File: config.mk
export PLATFORM = sky130hd
export DESIGN_NAME = b_operand_stage_flat
export DESIGN_NICKNAME = d
export VERILOG_FILES = /design/src/rtl/b_operand_stage_if.sv /design/src/rtl/b_operand_stage.sv /design/src/flat_wrapper.sv
export SDC_FILE = /design/constraint.sdc
export NUM_CORES = 1
export LEC_CHECK = 0
export CORE_UTILIZATION = 50
export CTS_CLUSTER_SIZE = 10
export DETAILED_ROUTE_END_ITERATION = 6
export PLACE_DENSITY_LB_ADDON = 0.25
export SLEW_MARGIN = 20
export SYNTH_ARGS = -nofsm -noshare
export SYNTH_HDL_FRONTEND = slang
export SYNTH_SLANG_ARGS = --single-unit
File: constraint.sdc
create_clock -name clk -period 2.15 [get_ports clk]
set_clock_uncertainty 0.1 [all_clocks]
set_input_delay 0.5375 -clock clk [delete_from_list [all_inputs] [get_ports clk]]
set_output_delay 0.5375 -clock clk [all_outputs]
set_load 0.01 [all_outputs]
File: src/rtl/b_operand_stage_if.sv
// Handshake bundle for the B-operand stage: upstream request, downstream operand, flush.
// Latency: none; this file only declares wires.
// Backpressure: in_ready comes from the stage, and the ALU applies out_ready.
// Ports: flush, in_valid/in_ready, rd2, imm, bsel, out_valid/out_ready, b_out
//        plus fwd_valid/fwd_data when BSTAGE_FWD_EN is defined.
// slave  = the stage's view; master = the driver's view (decode/ALU or testbench).
interface b_operand_stage_if #(
    parameter int DATA_W = 32,
    parameter int IMM_W  = 16
);
    logic              flush;
    logic              in_valid;
    logic              in_ready;
    logic [DATA_W-1:0] rd2;
    logic [IMM_W-1:0]  imm;
    logic [1:0]        bsel;
    logic              out_valid;
    logic              out_ready;
    logic [DATA_W-1:0] b_out;
`ifdef BSTAGE_FWD_EN
    logic              fwd_valid;
    logic [DATA_W-1:0] fwd_data;

    modport slave  (input  flush, in_valid, rd2, imm, bsel, out_ready, fwd_valid, fwd_data,
                    output in_ready, out_valid, b_out);
    modport master (output flush, in_valid, rd2, imm, bsel, out_ready, fwd_valid, fwd_data,
                    input  in_ready, out_valid, b_out);
`else
    modport slave  (input  flush, in_valid, rd2, imm, bsel, out_ready,
                    output in_ready, out_valid, b_out);
    modport master (output flush, in_valid, rd2, imm, bsel, out_ready,
                    input  in_ready, out_valid, b_out);
`endif
endinterface

File: src/rtl/b_operand_stage.sv
// ALU B-operand select (rd2 / sign-ext / zero-ext / upper imm) into a 2-entry skid buffer.
// Latency: 1 cycle from in_fire to out_valid when empty; 1 operand/cycle sustained.
// Backpressure: absorbs one stalled beat in the skid reg; in_ready is registered.
// Ports: clk, rst_n (async, active-low), bus (b_operand_stage_if.slave).
// Optional macro BSTAGE_FWD_EN: on bsel==00, fwd_data replaces rd2 when fwd_valid is set.
module b_operand_stage #(
    parameter int DATA_W = 32,
    parameter int IMM_W  = 16
) (
    input  logic               clk,
    input  logic               rst_n,
    b_operand_stage_if.slave   bus
);

    if (IMM_W < 1 || IMM_W > DATA_W) begin : g_bad_param
        $error("b_operand_stage: IMM_W must satisfy 1 <= IMM_W <= DATA_W");
    end

    typedef enum logic [1:0] {
        ST_EMPTY = 2'd0,
        ST_ONE   = 2'd1,
        ST_FULL  = 2'd2
    } state_t;

    state_t            r_state;
    logic [DATA_W-1:0] r_head;
    logic [DATA_W-1:0] r_skid;
    logic              r_out_valid;
    logic              r_in_ready;

    logic [DATA_W-1:0] w_zext;
    logic [DATA_W-1:0] w_sext;
    logic [DATA_W-1:0] w_upper;
    logic [DATA_W-1:0] w_reg;
    logic [DATA_W-1:0] w_operand;
    logic              w_in_fire;
    logic              w_out_fire;

    // Casts and a shift instead of replication, so IMM_W == DATA_W needs no
    // zero-width special case: all three immediate modes collapse to imm.
    assign w_zext  = DATA_W'(bus.imm);
    assign w_sext  = DATA_W'($signed(bus.imm));
    assign w_upper = w_zext << (DATA_W - IMM_W);

`ifdef BSTAGE_FWD_EN
    assign w_reg = bus.fwd_valid ? bus.fwd_data : bus.rd2;
`else
    assign w_reg = bus.rd2;
`endif

    always_comb begin
        w_operand = w_reg;
        case (bus.bsel)
            2'b01:   w_operand = w_sext;
            2'b10:   w_operand = w_zext;
            2'b11:   w_operand = w_upper;
            default: w_operand = w_reg;
        endcase
    end

    assign w_in_fire  = bus.in_valid & r_in_ready;
    assign w_out_fire = r_out_valid & bus.out_ready;

    // The ready and valid outputs are registered next to the state, so no
    // combinational path runs from out_ready to in_ready.
    always_ff @(posedge clk or negedge rst_n) begin
        if (!rst_n) begin
            r_state     <= ST_EMPTY;
            r_head      <= '0;
            r_skid      <= '0;
            r_out_valid <= 1'b0;
            r_in_ready  <= 1'b1;
        end else if (bus.flush) begin
            // Same-cycle transfers are cancelled; the data registers keep stale contents.
            r_state     <= ST_EMPTY;
            r_out_valid <= 1'b0;
            r_in_ready  <= 1'b1;
        end else begin
            case (r_state)
                ST_EMPTY: begin
                    if (w_in_fire) begin
                        r_head      <= w_operand;
                        r_state     <= ST_ONE;
                        r_out_valid <= 1'b1;
                    end
                end
                ST_ONE: begin
                    if (w_in_fire && !w_out_fire) begin
                        r_skid     <= w_operand;
                        r_state    <= ST_FULL;
                        r_in_ready <= 1'b0;
                    end else if (!w_in_fire && w_out_fire) begin
                        r_state     <= ST_EMPTY;
                        r_out_valid <= 1'b0;
                    end else if (w_in_fire && w_out_fire) begin
                        r_head <= w_operand;
                    end
                end
                ST_FULL: begin
                    if (w_out_fire) begin
                        r_head     <= r_skid;
                        r_state    <= ST_ONE;
                        r_in_ready <= 1'b1;
                    end
                end
                default: begin
                    r_state     <= ST_EMPTY;
                    r_out_valid <= 1'b0;
                    r_in_ready  <= 1'b1;
                end
            endcase
        end
    end

    assign bus.b_out     = r_head;
    assign bus.out_valid = r_out_valid;
    assign bus.in_ready  = r_in_ready;

endmodule

File: src/flat_wrapper.sv
// flat-port wrapper written by rule: the top's interface ports become plain ports
module b_operand_stage_flat 
#(
    parameter int DATA_W = 32,
    parameter int IMM_W  = 16
)
  (clk, rst_n, bus_flush, bus_in_valid, bus_rd2, bus_imm, bus_bsel, bus_out_ready, bus_in_ready, bus_out_valid, bus_b_out);
  b_operand_stage_if #(.DATA_W(DATA_W), .IMM_W(IMM_W)) bus_i ();
  input  logic clk;
  input  logic rst_n;
  input wire logic [$bits(bus_i.flush)-1:0] bus_flush;
  input wire logic [$bits(bus_i.in_valid)-1:0] bus_in_valid;
  input wire logic [$bits(bus_i.rd2)-1:0] bus_rd2;
  input wire logic [$bits(bus_i.imm)-1:0] bus_imm;
  input wire logic [$bits(bus_i.bsel)-1:0] bus_bsel;
  input wire logic [$bits(bus_i.out_ready)-1:0] bus_out_ready;
  output wire logic [$bits(bus_i.in_ready)-1:0] bus_in_ready;
  output wire logic [$bits(bus_i.out_valid)-1:0] bus_out_valid;
  output wire logic [$bits(bus_i.b_out)-1:0] bus_b_out;
  assign bus_i.flush = bus_flush;
  assign bus_i.in_valid = bus_in_valid;
  assign bus_i.rd2 = bus_rd2;
  assign bus_i.imm = bus_imm;
  assign bus_i.bsel = bus_bsel;
  assign bus_i.out_ready = bus_out_ready;
  assign bus_in_ready = bus_i.in_ready;
  assign bus_out_valid = bus_i.out_valid;
  assign bus_b_out = bus_i.b_out;
  b_operand_stage #(.DATA_W(DATA_W), .IMM_W(IMM_W)) u_core (.clk(clk), .rst_n(rst_n), .bus(bus_i));
endmodule
==> metrics.cfg, run 1 <==
[final_layout]
nNetsFinal=545
n_antenna_cell=0
area_growth_pct=36.58
layout.cells.non_filler=589
drive_gt1_share_pct=18.57

[sta]
hold_viol=0
period_needed_ps=2113
rsz0062_at_grt=yes
finalCritPeriodShare_pct=98.29
slew_headroom_pct=64.87
fmax_mhz=473.2
slew_violations=0
worst_slew_pin_slew_ps=526.9
setup_tns_ps=0
setup_viol=0

[drt]
top_layer_used=met4
remaining_drc_errors=0
wl_per_cell_um=17.32
first_pass_iters=4
routed_wirelength_um=10200
ant_nets=0
vias=3301
wl_met1_um=4416
via_per_inst=5.604
wl_met3_um=555
wl_met2_um=5034
drtIter0Drc=202

[synth]
ys_types=36
synth_top_cell_by_area=dfrtp_1
synth_top_area_share_pct=43.69
yosysMostFrequentCell=nand2_1
yosys_warnings=0
ys_top_cells_by_count=nand2_1 (74), dfrtp_1 (67), mux2i_1 (24)
syn_nets=444
synth_edf_count=0
synth_area_um2=3837
ys.flop_type=dfrtp_1
yosysSeqAreaShare_pct=44.38
avgSynthCellArea_um2=9.942
async_reset_ff_share_pct=100.0
netlist_instances=386
ys_ff_latch=68
synth_area_leaders=dfrtp_1 (44%), nand2_1 (7.2%), mux2_4 (7.0%)

[clock_tree]
cts.clk_slew.worst_paths_ps=80
cts.sinks=68
clockBufferDepth=2
cts-htree-levels=3
insertion_delay_ps=340
numCtsBuffers=9
cts_tree=built
cts_root_buf=clkbuf_8

[critical_path]
worstPathMaxFanout=8
crit_start=u_core.bus.in_ready$_DFFE_PN1P_
path_class=flop to flop
timing.rr.start=u_core.bus.in_ready$_DFFE_PN1P_
critPathArrivalTime_ps=2280
rr_worst_depth=7
regToRegSetupSlack_ps=40
crit_required_ps=2310
cp-start-kind=flop
setup.worst_path.end_class=flop
cp-endpoint=u_core.bus.b_out[21]$_DFFE_PN0P_
r2r-end=u_core.bus.b_out[21]$_DFFE_PN0P_

[power_and_ir_drop]
max-vdd-ir-drop_mv=0.6344
p_comb_share_pct=36.5
finalPower_mw=5.079
p_leak_nw=2.390
power.share.clock_pct=21.1
power.switching_mw=1.534
p_seq_share_pct=42.4
intPower_mw=3.544
p_per_area_nw_per_um2=968.9
netSwitchingFraction_pct=30.21

[floorplanning]
rows=31
core_area_um2=7331
ios=89
die_area_um2=8029
start_util_pct=52.35
die_x_um=89.61
die_h_um=89.61

[global_route]
track_usage_pct=26.84
gr-total-overflow=0
grt_pass1_wl_um=15810
antenna_found_initial=0
grt_max_degree=51
grt_pass1_vias=3158

[placed_design]
io_buffers=88
place_inst=571
gp_congestion=0.8288
place_hpwl_um=7194

[run_status]
status=finished clean

[run]
maxCapViolCount=0

[worst_hold_path]
hp-class=primary input to asynchronous set/reset pin

==> how the worst min path moves through the flow <==
stage                                             start                               end  slack [ps]  cells past startpoint
after floorplan                                   rst_n   u_core.bus.b_out[0]$_DFFE_PN0P_         140                      0
after global placement    u_core.r_skid[11]$_DFFE_PN0P_     u_core.r_skid[11]$_DFFE_PN0P_         340                      2
after detailed placement  u_core.r_skid[11]$_DFFE_PN0P_     u_core.r_skid[11]$_DFFE_PN0P_         350                      2
after CTS                                         rst_n  u_core.bus.b_out[20]$_DFFE_PN0P_          80                      1
after global routing                              rst_n  u_core.bus.b_out[26]$_DFFE_PN0P_          90                      1
final                                             rst_n  u_core.bus.b_out[20]$_DFFE_PN0P_          60                      1
==> flip-flops by register name, summed over array words and instances, names as in the netlist <==
| register | flops |
|---|---|
| u_core.bus.b_out | 32 |
| u_core.bus.out_valid | 1 |
| u_core.r_skid | 32 |
| u_core.bus.in_ready | 1 |
| u_core.r_state | 2 |
==> what timing repair did <==
item,CTS,global route
pin swaps,5,2
gates resized for setup,10,5
hold buffers,0,0
setup endpoints to repair,31,23
gates cloned,1,0
setup buffers,3,1
==> power groups by stage <==
stage          Combinational [mW]  Clock [mW]  Sequential, mW
6_report                     1.85        1.07            2.15
5_1_grt                      2.01        1.13            2.21
4_1_cts                      1.86        1.08            2.14
3_5_place_dp                 1.80           0            2.16
3_3_place_gp                 1.75           0            2.14
2_1_floorplan               0.856           0            2.20
==> metal layers <==
layer,global-route usage [%],vias up
met5,0,-
met4,9.524,0
met3,3.839,16
met2,44.42,104
met1,36.17,1632
li1,-,1549
==> metrics by stage <==
| stage | hold WS, ps | util, % | worst slack, ps | cell area (um2) |
|---|---|---|---|---|
| final | 61.74 | 71.50 | 36.81 | 5241 |
| after global routing | 87.67 | 71.50 | -30.95 | 5241 |
| after CTS | 77.65 | 71.50 | -8.927 | 5241 |
| after detailed placement | 353.0 | 67.84 | -458.9 | 4974 |
| after global placement | 344.6 | 67.84 | -364.4 | 4974 |
| after floorplan | 141.9 | - | 68.11 | 3837 |
==> worst max-delay path, stage by stage, from the launching register on <==
cell and delay, ps:
dfstp_2 580, nand2_4 60, buf_6 110, or3_4 330
a31oi_4 310, buf_8 190, buf_12 140, mux2i_2 210
==> logic make-up after synthesis <==
kind of cell	after synthesis	share of synthesized area, %
adder cells (fa/ha/maj)	3	0.9783
flip-flops	68	44.38
multiplexers	56	17.41
AO/OA/AOI/OAI	86	16.11
buffers and inverters	47	6.326
AND/OR/NAND/NOR	126	14.80
==> final cells by class <==
| type | instances | area, um2 |
|---|---|---|
| multi-input cells | 271 | 1921 |
| inverters | 17 | 63.81 |
| repair buffers | 120 | 1240 |
| clock buffers | 12 | 155.1 |
| flip-flops and latches | 68 | 1703 |
| clock inverters | 2 | 35.03 |
| well taps | 99 | 123.9 |
| fillers | 538 | 2090 |
==> cell usage in the layout, fill, tap and decap left out, types with 2 or more instances in the layout <==
cell,instances
a211o_1,3
a21o_1,5
a21oi_1,21
a22o_1,6
a31oi_1,8
buf_12,10
buf_2,3
buf_4,20
clkbuf_8,11
clkdlybuf4s50_1,83
dfrtp_1,67
dlygate4sd2_1,2
ha_2,2
inv_1,16
mux2_2,12
mux2_4,20
mux2i_1,23
nand2_1,73
nand2b_1,16
nand3_1,13
nand3b_1,2
nor2_1,10
nor2b_1,4
o21ai_0,3
o22a_1,12
o22ai_1,12
o2bb2ai_1,12
(Power assumes the default switching activity.)
==> run 2, diff against run 1 <==
==> constraint.sdc (replaced) <==
create_clock -name clk -period 2.15 [get_ports clk]
set_clock_uncertainty 0.1 [all_clocks]
set_input_delay 0.43 -clock clk [delete_from_list [all_inputs] [get_ports clk]]
set_output_delay 0.43 -clock clk [all_outputs]
set_load 0.01 [all_outputs]
==> run 2 against run 1 <==
Compared with the run above:
- the run now ends with setup timing left
- count of clock-buffer cells in the layout fell by 2
- non-clock buffer count decreased by 1
- highest routed layer unchanged
- worst setup slack got worse by 37 ps
==> metrics.cfg, run 2 (same netlist as run 1, synthesis figures left out) <==
[run_status]
status=finished, violations left
violations=setup timing

[power_and_ir_drop]
p_comb_share_pct=37.8
netSwitchingFraction_pct=31.70
p_leak_nw=2.370
power.switching_mw=1.568
finalPower_mw=4.945
p_seq_share_pct=43.5
power.share.clock_pct=18.7
max-vdd-ir-drop_mv=0.5869
intPower_mw=3.377
p_per_area_nw_per_um2=948.6

[floorplanning]
start_util_pct=52.35
ios=89
rows=31
die_x_um=89.61
die_h_um=89.61
die_area_um2=8029
core_area_um2=7331

[global_route]
track_usage_pct=25.36
grt_pass1_vias=3045
grt_max_degree=52
gr-total-overflow=0
grt_pass1_wl_um=15190
antenna_found_initial=0
grt_use_met2_pct=38.02
grt_util_met1_pct=36.77
top_usage_layer=met2
grt_use_met3_pct=4.113

[drt]
drtIter0Drc=145
first_pass_iters=5
via_per_inst=5.459
routed_wirelength_um=9980
vias=3221
ant_nets=0
wl_per_cell_um=16.92
remaining_drc_errors=0

[final_layout]
drive_gt1_share_pct=18.53
nNetsFinal=544
fillers=555
layout_common_cells=clkdlybuf4s50_1 (84), nand2_1 (73), dfrtp_1 (67)
n_antenna_cell=0
area_growth_pct=35.83
final_common_cell=clkdlybuf4s50_1
layout.cells.non_filler=590
design_area_um2=5213

[critical_path]
cp_slowest_cell=dfstp_2
crit_required_ps=2280
setup.worst_path.end_class=flop
cp-start-kind=flop
path_common_cell=buf_6
slowest_delay_ps=580
path_class=flop to flop
crit_chain=nand2_2 -> buf_6 -> or3_4 -> a31oi_4 -> buf_6 -> clkbuf_16 -> mux2_4
critPathArrivalTime_ps=2280
worstPathMaxFanout=8

[clock_tree]
cts-htree-levels=3
numCtsBuffers=9
cts.sinks=68
clockBufferDepth=2
insertion_delay_ps=340
cts_root_buf=clkbuf_8
cts.clk_slew.worst_paths_ps=70
cts_tree=built

[sta]
hold_viol=0
rsz0062_at_grt=yes
worst_slack_ps=-0.6470
slew_headroom_pct=69.94
setup_viol=1
period_needed_ps=2151
worst_slew_pin_slew_ps=451.0
fmax_mhz=465.0
slew_violations=0
finalCritPeriodShare_pct=100.0

[placed_design]
place_inst=565
place_area_um2=4903
place_hpwl_um=6859
io_buffers=88
gp_congestion=0.7950

[run]
maxCapViolCount=0

[worst_hold_path]
hp-class=flop to flop

-- run 2: cell count changes in the layout (fill, tap and decap cells not counted), moves of 2 or more --
cell           before  now
buf_12             10    8
buf_4              20   18
clkbuf_8           11    9
clkinvlp_4          0    3
dlygate4sd2_1       2    0
-- run 2: per-stage QoR --
| stage | utilization [%] | hold WS [ps] | setup slack [ps] | TNS (ps) |
|---|---|---|---|---|
| floorplan | - | 34.41 | 128.0 | 0 |
| global placement | 66.89 | 290.5 | -271.8 | -8007 |
| detailed placement | 66.89 | 305.5 | -349.7 | -11170 |
| CTS | 69.33 | 370.5 | 27.75 | 0 |
| global route | 71.10 | 410.6 | -39.45 | -388.3 |
| finish | 71.10 | 371.5 | -0.6470 | -0.6470 |
-- run 2: layout make-up --
cell class | instances | area, um2 | area share [%]
clock buffers | 10 | 127.6 | 2.448
clock inverters | 6 | 41.29 | 0.7921
inverters | 17 | 63.81 | 1.224
multi-input cells | 271 | 1917 | 36.77
flip-flops and latches | 68 | 1703 | 32.67
well taps | 99 | 123.9 | 2.376
repair buffers | 119 | 1236 | 23.72
-- run 2: worst paths after layout --
path | from | to | slack [ps] | depth (start not counted)
max | u_core.bus.in_ready$_DFFE_PN1P_ | u_core.bus.b_out[9]$_DFFE_PN0P_ | -0.6 | 7
min reg2reg | u_core.r_skid[6]$_DFFE_PN0P_ | u_core.r_skid[6]$_DFFE_PN0P_ | 370 | 2
max in group asynchronous | rst_n | u_core.r_skid[29]$_DFFE_PN0P_ | 870 | 3
max reg2reg | u_core.bus.in_ready$_DFFE_PN1P_ | u_core.bus.b_out[9]$_DFFE_PN0P_ | -0.6 | 7
min | u_core.r_skid[6]$_DFFE_PN0P_ | u_core.r_skid[6]$_DFFE_PN0P_ | 370 | 2
min in group asynchronous | rst_n | u_core.bus.b_out[20]$_DFFE_PN0P_ | 450 | 2
-- run 2: critical path, delay by kind of cell (launching register included) --
kind                   cells  cell delay (ps)
flip-flops                 1              580
buffers and inverters      3              430
AND/OR/NAND/NOR            2              420
multiplexers               1              300
AO/OA/AOI/OAI              1              200
-- run 2: power by group through the flow --
stage	Combinational, mW	Sequential (mW)	Clock [mW]
after floorplan	0.856	2.20	0
after global placement	1.73	2.14	0
after detailed placement	1.79	2.16	0
after CTS	1.80	2.14	0.942
after global routing	2.02	2.21	0.999
final	1.87	2.15	0.926
-- run 2: layer usage --
metal	up-vias	share of wire (%)
met1	1556	45
met5	-	0
met3	17	5.4
met2	95	47
li1	1553	-
met4	0	2.0
-- run 2: repair_timing --
item / in CTS / in global routing
hold endpoints to repair: 16 / 0
endpoints found under the setup margin: 0 / 30
hold buffers: 1 / 0
gates resized for setup: 0 / 15
setup buffers: 0 / 7
==> run 3, diff against run 2 <==
GPL_TIMING_DRIVEN = 0   (was default)
==> run 3 against run 2 <==
Compared with the run above:
- the flow now finishes without violations
- critical path type unchanged
- sequential power is essentially flat
- global-route usage grew 2.1 points
- die area is the same
- clock power is 16% higher
- count of clock-buffer cells in the layout shrank 1
- highest routed layer unchanged
- sequential share of layout area is 0.13 points higher
- via count up 4.4%
- cell count is 1.0% higher
- utilization down 0.27 points
- worst setup slack improved by 70 ps
- register-to-register slack improved by 70 ps
- critical path depth up 1
==> metrics.cfg, run 3 (same netlist as run 1, synthesis figures left out) <==
[run_status]
status=finished clean

[power_and_ir_drop]
p_leak_nw=2.373
p_per_area_nw_per_um2=972.0
max-vdd-ir-drop_mv=0.5478

[sta]
finalCritPeriodShare_pct=96.77
rsz0062_at_grt=no
period_needed_ps=2081
slew_violations=0
fmax_mhz=480.6
worst_slack_ps=69.37
hold_viol=0
setup_viol=0
slew_headroom_pct=63.34
worst_slew_pin_slew_ps=549.9

[drt]
drtIter0Drc=295
first_pass_iters=5
vias=3364
routed_wirelength_um=10580
ant_nets=0
wl_per_cell_um=17.75
via_per_inst=5.644
remaining_drc_errors=0

[placed_design]
io_buffers=87
place_hpwl_um=7434
post-place-ws_ps=-427.6
gp_congestion=0.8883

[critical_path]
regToRegSetupSlack_ps=70
critPathArrivalTime_ps=2220
timing.rr.start=u_core.bus.in_ready$_DFFE_PN1P_
crit_required_ps=2290
path_class=flop to flop
worstPathMaxFanout=7
cp-start-kind=flop
crit_start=u_core.bus.in_ready$_DFFE_PN1P_
setup.worst_path.end_class=flop

[global_route]
grt_pass1_wl_um=16290
antenna_found_initial=0
grt_max_degree=49
gr-total-overflow=0
track_usage_pct=27.49
grt_pass1_vias=3326

[final_layout]
fillers=532
n_antenna_cell=0
area_growth_pct=35.31
drive_gt1_share_pct=17.51
final_util_pct=70.83
seq_area_um2=1703
layout_common_cells=clkdlybuf4s50_1 (84), nand2_1 (73), dfrtp_1 (67)
nNetsFinal=550
final_common_cell=clkdlybuf4s50_1
multi_input_area_um2=1909

[floorplanning]
die_area_um2=8029
core_area_um2=7331
ios=89
rows=31
start_util_pct=52.35
die_x_um=89.61
die_h_um=89.61

[clock_tree]
cts_root_buf=clkbuf_8
cts-htree-levels=3
cts.clk_slew.worst_paths_ps=80
insertion_delay_ps=340
cts.sinks=68
clockBufferDepth=2
cts_tree=built
numCtsBuffers=9

[worst_hold_path]
hp-class=flop to flop
worstHoldStart=u_core.r_skid[8]$_DFFE_PN0P_

[run]
maxCapViolCount=0

## run 3: timing repair
item	CTS	global route
resized for setup	6	6
setup buffers	4	1
endpoints found under the setup margin	18	32
hold buffers	1	0
pin swaps	3	3
cloned	1	1
hold endpoints to repair	20	0
## run 3: where the power goes
group	total, mW	internal [mW]	leakage (nW)	switching (mW)
logic	1.85	1.12	1.43	0.729
clock network	1.07	0.541	0.100	0.529
registers	2.13	1.82	0.841	0.307
## run 3: path summary, 6_finish.rpt
check                                                    to  cells after the start
min                            u_core.r_skid[8]$_DFFE_PN0P_                      2
max in group asynchronous   u_core.bus.in_ready$_DFFE_PN1P_                      3
max                         u_core.bus.b_out[2]$_DFFE_PN0P_                      8
min in group asynchronous  u_core.bus.b_out[25]$_DFFE_PN0P_                      2
max reg2reg                 u_core.bus.b_out[2]$_DFFE_PN0P_                      8
min reg2reg                    u_core.r_skid[8]$_DFFE_PN0P_                      2
## run 3: stage by stage
| step | std cells | setup TNS, ps | hold slack, ps | power, mW | instance area, um2 |
|---|---|---|---|---|---|
| 6_report | 596 | 0 | 371.2 | 5.047 | 5192 |
| 5_1_grt | 596 | 0 | 399.8 | 5.337 | 5192 |
| 4_1_cts | 595 | 0 | 375.2 | 5.043 | 5150 |
| 3_5_place_dp | 573 | -16100 | 244.3 | 3.911 | 4857 |
| 3_3_place_gp | 572 | -133590 | 344.5 | 3.829 | 4832 |
| 2_1_floorplan | 386 | 0 | 34.41 | 3.060 | 3837 |
## run 3: critical path: stages, from the launching register on
cell	delay [ps]
dfstp_2	550
nand2_2	80
ha_2	180
nor2_1	100
nand3_1	120
a31oi_4	200
buf_12	170
clkbuf_16	160
mux2_4	290
## run 3: routing by layer
metal  global-route usage, %  share of wire [%]  wire (um)  up-vias
met5                       0                  0          0        -
met4                   12.41                3.1        332        0
met3                   5.027                6.0        638       33
met2                   45.32                 47       5025      138
met1                   35.35                 43       4583     1630
li1                        -                  -          -     1563
## run 3: final cells by class
class,instances,share of cell area [%]
plain buffers,29,3.494
clock buffers,9,2.386
clock inverters,7,1.422
inverters,17,1.229
multi-input cells,271,36.77
flip-flops and latches,68,32.80
well taps,99,2.386
repair buffers,96,19.52
